### src/rtl/sticky_shift_sequencer.sv
// Multi-cycle right shifter with sticky-bit reduction, CHUNK bits per SCAN cycle.
// Optional build macro STICKY_SHIFT_EARLY_EXIT_EN: leave SCAN as soon as sticky is set.
module sticky_shift_sequencer #(
  parameter int IN_WIDTH    = 32,
  parameter int CHUNK       = 8,
  parameter int SHIFT_WIDTH = 6
) (
  input  logic                   clock,
  input  logic                   reset,
  input  logic                   inValid,
  output logic                   inReady,
  input  logic [IN_WIDTH-1:0]    inData,
  input  logic [SHIFT_WIDTH-1:0] inShift,
  output logic                   outValid,
  input  logic                   outReady,
  output logic [IN_WIDTH-1:0]    outData,
  output logic                   outSticky
);

  // Index must hold idx+CHUNK without wrapping, even past the last chunk.
  localparam int IDX_W = $clog2(IN_WIDTH + CHUNK + 1);
  localparam logic [SHIFT_WIDTH-1:0] SH_MAX = SHIFT_WIDTH'(IN_WIDTH);

  typedef enum logic [1:0] {
    S_IDLE,
    S_SCAN,
    S_DONE
  } state_t;

  state_t                 r_state;
  logic [IN_WIDTH-1:0]    r_data;
  logic [SHIFT_WIDTH-1:0] r_sh;
  logic [IDX_W-1:0]       r_idx;
  logic                   r_sticky;
  logic [IN_WIDTH-1:0]    r_out_data;
  logic                   r_out_sticky;

  logic [SHIFT_WIDTH-1:0] w_sh_sat;
  logic [IDX_W-1:0]       w_remaining;
  logic [CHUNK-1:0]       w_window;
  logic                   w_chunk_or;
  logic                   w_sticky_next;
  logic                   w_last_chunk;
  logic                   w_scan_exit;
  logic [IN_WIDTH-1:0]    w_shifted;

  assign w_sh_sat     = (inShift > SH_MAX) ? SH_MAX : inShift;
  assign w_remaining  = IDX_W'(r_sh) - r_idx;
  assign w_last_chunk = (r_idx + IDX_W'(CHUNK)) >= IDX_W'(r_sh);
  // Shifting the operand down first keeps the slice index inside [CHUNK-1:0].
  assign w_window     = CHUNK'(r_data >> r_idx);
  assign w_shifted    = (r_sh == SH_MAX) ? '0 : (r_data >> r_sh);

  // NOTE: every always_comb output gets a default before the loop, so no latch is inferred.
  always_comb begin
    w_chunk_or = 1'b0;
    for (int j = 0; j < CHUNK; j++) begin
      if (IDX_W'(j) < w_remaining) w_chunk_or = w_chunk_or | w_window[j];
    end
  end

  assign w_sticky_next = r_sticky | w_chunk_or;

`ifdef STICKY_SHIFT_EARLY_EXIT_EN
  assign w_scan_exit = w_last_chunk | w_sticky_next;
`else
  assign w_scan_exit = w_last_chunk;
`endif

  // NOTE: state uses non-blocking assignments only; reset clears the whole datapath,
  // so a discarded operation cannot leak a stale sticky into the next one.
  always_ff @(posedge clock) begin
    if (reset) begin
      r_state      <= S_IDLE;
      r_data       <= '0;
      r_sh         <= '0;
      r_idx        <= '0;
      r_sticky     <= 1'b0;
      r_out_data   <= '0;
      r_out_sticky <= 1'b0;
    end else begin
      case (r_state)
        S_IDLE: begin
          if (inValid) begin
            r_data   <= inData;
            r_sh     <= w_sh_sat;
            r_idx    <= '0;
            r_sticky <= 1'b0;
            if (w_sh_sat == '0) begin
              r_out_data   <= inData;
              r_out_sticky <= 1'b0;
              r_state      <= S_DONE;
            end else begin
              r_state <= S_SCAN;
            end
          end
        end
        S_SCAN: begin
          r_sticky <= w_sticky_next;
          r_idx    <= r_idx + IDX_W'(CHUNK);
          if (w_scan_exit) begin
            r_out_data   <= w_shifted;
            r_out_sticky <= w_sticky_next;
            r_state      <= S_DONE;
          end
        end
        S_DONE: begin
          if (outReady) r_state <= S_IDLE;
        end
        default: r_state <= S_IDLE;
      endcase
    end
  end

  assign inReady   = (r_state == S_IDLE);
  assign outValid  = (r_state == S_DONE);
  assign outData   = r_out_data;
  assign outSticky = r_out_sticky;

endmodule

### config.mk
export PLATFORM = sky130hd
export DESIGN_NAME = sticky_shift_sequencer
export DESIGN_NICKNAME = d
export VERILOG_FILES = /design/src/rtl/sticky_shift_sequencer.sv
export SDC_FILE = /design/constraint.sdc
export NUM_CORES = 1
export LEC_CHECK = 0
export BUFFER_PORTS_ARGS = -buffer_cell sky130_fd_sc_hd__buf_2
export CORE_ASPECT_RATIO = 1.4
export CORE_UTILIZATION = 54
export CTS_BUF_LIST = sky130_fd_sc_hd__clkbuf_2 sky130_fd_sc_hd__clkbuf_4 sky130_fd_sc_hd__clkbuf_8
export CTS_CLUSTER_DIAMETER = 120
export DETAILED_ROUTE_END_ITERATION = 8
export GPL_TIMING_DRIVEN = 0
export PLACE_DENSITY_LB_ADDON = 0.08
export SLEW_MARGIN = 5
export SYNTH_ARGS = -nofsm -noshare
export SYNTH_HDL_FRONTEND = slang
export SYNTH_SLANG_ARGS = --single-unit
### constraint.sdc
create_clock -name clock -period 2.8 [get_ports clock]
set_input_delay 0.28 -clock clock [delete_from_list [all_inputs] [get_ports clock]]
set_output_delay 0.28 -clock clock [all_outputs]
set_load 0.01 [all_outputs]
==> out/results.ini <==
[run_status]
status=finished clean

[critical_path]
endpoint_kind=register
required_ps=3050
start_kind=register
critical_path_arrival_ps=2990
r2r_slack_ps=60
crit_type=register to register
crit_fanout=10

[pwr]
p_seq_share_pct=40.6
ir_drop_uv=456
finalPower_mw=3.27
combPwrFrac_pct=31.1
switching_power_mw=1.22
powerDensity_mw_per_mm2=565
intPower_mw=2.05
power_frac_clock_pct=28.3
swShare_pct=37.3
p_leak_nw=2.21

[floorplan]
row_count=41
boundaryPins=77
chipHeight_um=116
dieArea_sq_mm=0.00966
initial_core_util_pct=55.7
die_w_um=83.3
core_area_sq_mm=0.00898

[grt]
gr-usage-all-layers_pct=39.4
overflow=0
grt_pass1_wl_um=28100
grt_pass1_vias=4823
antenna_found_initial=0
grt_max_degree=20

[synth]
synth.most_common_cell=nand2_1
syn_inst=592
synth_top_family_by_area=simple AND/OR/NAND/NOR gates
synth_edf_count=0
synth-compound-area-share_pct=18.1
synth.net_count=642
ys.flop_type=dfxtp_1
yosysTopAreaCell=dfxtp_1
synth_fa_ha_area_share_pct=2.00
synth_cell_types=52
ys_top_cells_by_count=nand2_1 (112), dfxtp_1 (77), nor2_1 (71), a21oi_1 (50), mux4_2 (35)
ys_ff_latch=77
synth_area_sq_mm=0.00500
yosysSeqAreaShare_pct=30.8
ys_top_cells_by_area=dfxtp_1 (31%), mux4_2 (16%), nand2_1 (8.4%)
yosys.area_share.simple_pct=22.3
synthMuxAreaShare_pct=20.6
synthXorXnorAreaFrac_pct=0.525
yosys_warnings=0
synth_top_area_share_pct=30.8
ys_async_sr_fraction_pct=0
synth.avg_cell_area_sq_um=8.45

[timing]
skew_ps=14.2
drv_slew=0
timing.final.hold_violations=0
finalSetupViolCount=0
worstMarginPinSlew_ps=865
finalCritPeriodShare_pct=97.7
min_period_ps=2740
slew-limit-headroom_pct=42.0
max_freq_ghz=0.366
rsz0062_at_grt=false
worst_hold_slack_ps=142
setup_ws_ps=64.1

[clocking]
path_clk_slew_ps=100
root_buffer=clkbuf_8
clock_latency_ps=390
cts_tree=yes
cts.path.max_buffers=2
htree_levels=3
clock-sinks=77
cts_inserted_buffers=9

[finish]
nFillCells=801
seq_area_sq_mm=0.00154
drive_gt1_share_pct=25.1
multi_input_area_sq_mm=0.00323
syn_to_final_growth_pct=15.8
fin_nets=727
antenna_cells=0

[routing]
first_pass_iters=5
drt_iter0_drc=549
ant_nets=0
wl_per_cell_um=23.6
vias=5246
drc=0
vias_per_cell=6.65
drt_wl_total_um=18600

[placement]
post-place-ws_ps=-692
dp_hpwl_um=14500
finalWeightedCongestion=1.01
io_buffers=75

[worst_hold_path]
hold_path_class=primary input to register

[flow_run]
maxCapViolations=0

cells in the final DEF (no fill, tap or decap), types with 3 or more instances in the layout:
cell and instances:
ha_1 7, mux2i_1 12, buf_2 79, mux4_2 35, nand2b_1 4, nand2_1 112
a211oi_1 18, buf_4 10, nor3_1 29, nor2b_1 6, a221oi_1 19, inv_8 3
nor3b_1 3, inv_1 8, nor4_1 6, nor2_1 71, a311oi_1 6, o21ai_0 10
nand3_1 4, dfxtp_1 77, a31oi_1 4, a21oi_1 50, clkbuf_1 26, a22oi_1 6
nand3b_1 7, mux2_2 11, a22o_1 3, buf_6 4, clkbuf_8 9
path summary, 6_finish.rpt:
kind	cells past startpoint	to	startpoint
max	7	outData[4]	r_sh[2]
min	3	r_data[20]	inData[20]
min reg2reg	2	outData[8]	outData[8]
max reg2reg	7	outData[4]	r_sh[2]
critical path: stages (launching register included):
cell and delay (ps):
dfxtp_1 380, clkbuf_1 510, inv_1 310, clkbuf_1 310, nand2_1 300, o221ai_1 290, a211oi_1 390, nor3_1 100
repair_timing:
item / CTS / global route
resized for setup: 11 / 5
hold buffers: 0 / 0
endpoints found under the hold margin: 0 / 0
pin swaps: 2 / 1
setup endpoints to repair: 34 / 32
buffers inserted: 1 / 0
per-layer routing:
| metal | vias to the layer above | track usage, % | routed length [um] |
|---|---|---|---|
| met5 | - | 0 | 0 |
| met4 | 0 | 22.4 | 1170 |
| met3 | 83 | 8.76 | 1790 |
| met2 | 369 | 66.6 | 8840 |
| met1 | 2442 | 46.5 | 6820 |
| li1 | 2352 | - | - |
logic make-up (layout without fill, tap and decap cells):
| group | Yosys count | count (layout) |
|---|---|---|
| AND/OR/NAND/NOR | 253 | 253 |
| AO/OA/AOI/OAI | 133 | 133 |
| flip-flops | 77 | 77 |
| multiplexers | 58 | 58 |
| buffers and inverters | 58 | 148 |
| adder cells (fa/ha/maj) | 8 | 8 |
| XOR/XNOR | 3 | 3 |
| other | 2 | 2 |
power groups by stage:
| stage | Sequential (mW) | Combinational, mW | Clock, mW |
|---|---|---|---|
| 2_1_floorplan | 1.34 | 0.622 | 0 |
| 6_report | 1.33 | 1.02 | 0.927 |
| 3_3_place_gp | 1.34 | 0.956 | 0 |
| 4_1_cts | 1.32 | 0.985 | 0.921 |
| 3_5_place_dp | 1.34 | 0.967 | 0 |
| 5_1_grt | 1.34 | 1.10 | 0.968 |
metrics by stage:
stage | setup TNS, ps | cells | utilization (%) | area (sq um)
final | 0 | 789 | 64.5 | 5790
after global routing | 0 | 789 | 64.5 | 5790
after CTS | 0 | 789 | 64.2 | 5760
after detailed placement | -18330 | 774 | 61.4 | 5510
after global placement | -17960 | 774 | 61.4 | 5510
after floorplan | 0 | 592 | - | 5000
sequential cells by signal, summed over array words and instances (netlist names):
signal	flops
outData	32
r_state	2
outSticky	1
r_sticky	1
r_idx	3
r_data	32
r_sh	6
cell type report:
cell class / instances / area share (%)
multi-input cells: 457 / 55.8
flip-flops and latches: 77 / 26.6
inverters: 10 / 0.670
well taps: 107 / 2.31
plain buffers: 46 / 4.26
repair buffers: 76 / 6.61
clock buffers: 9 / 2.14
clock inverters: 7 / 1.53
Note: power is estimated with default switching activity, not from simulation.
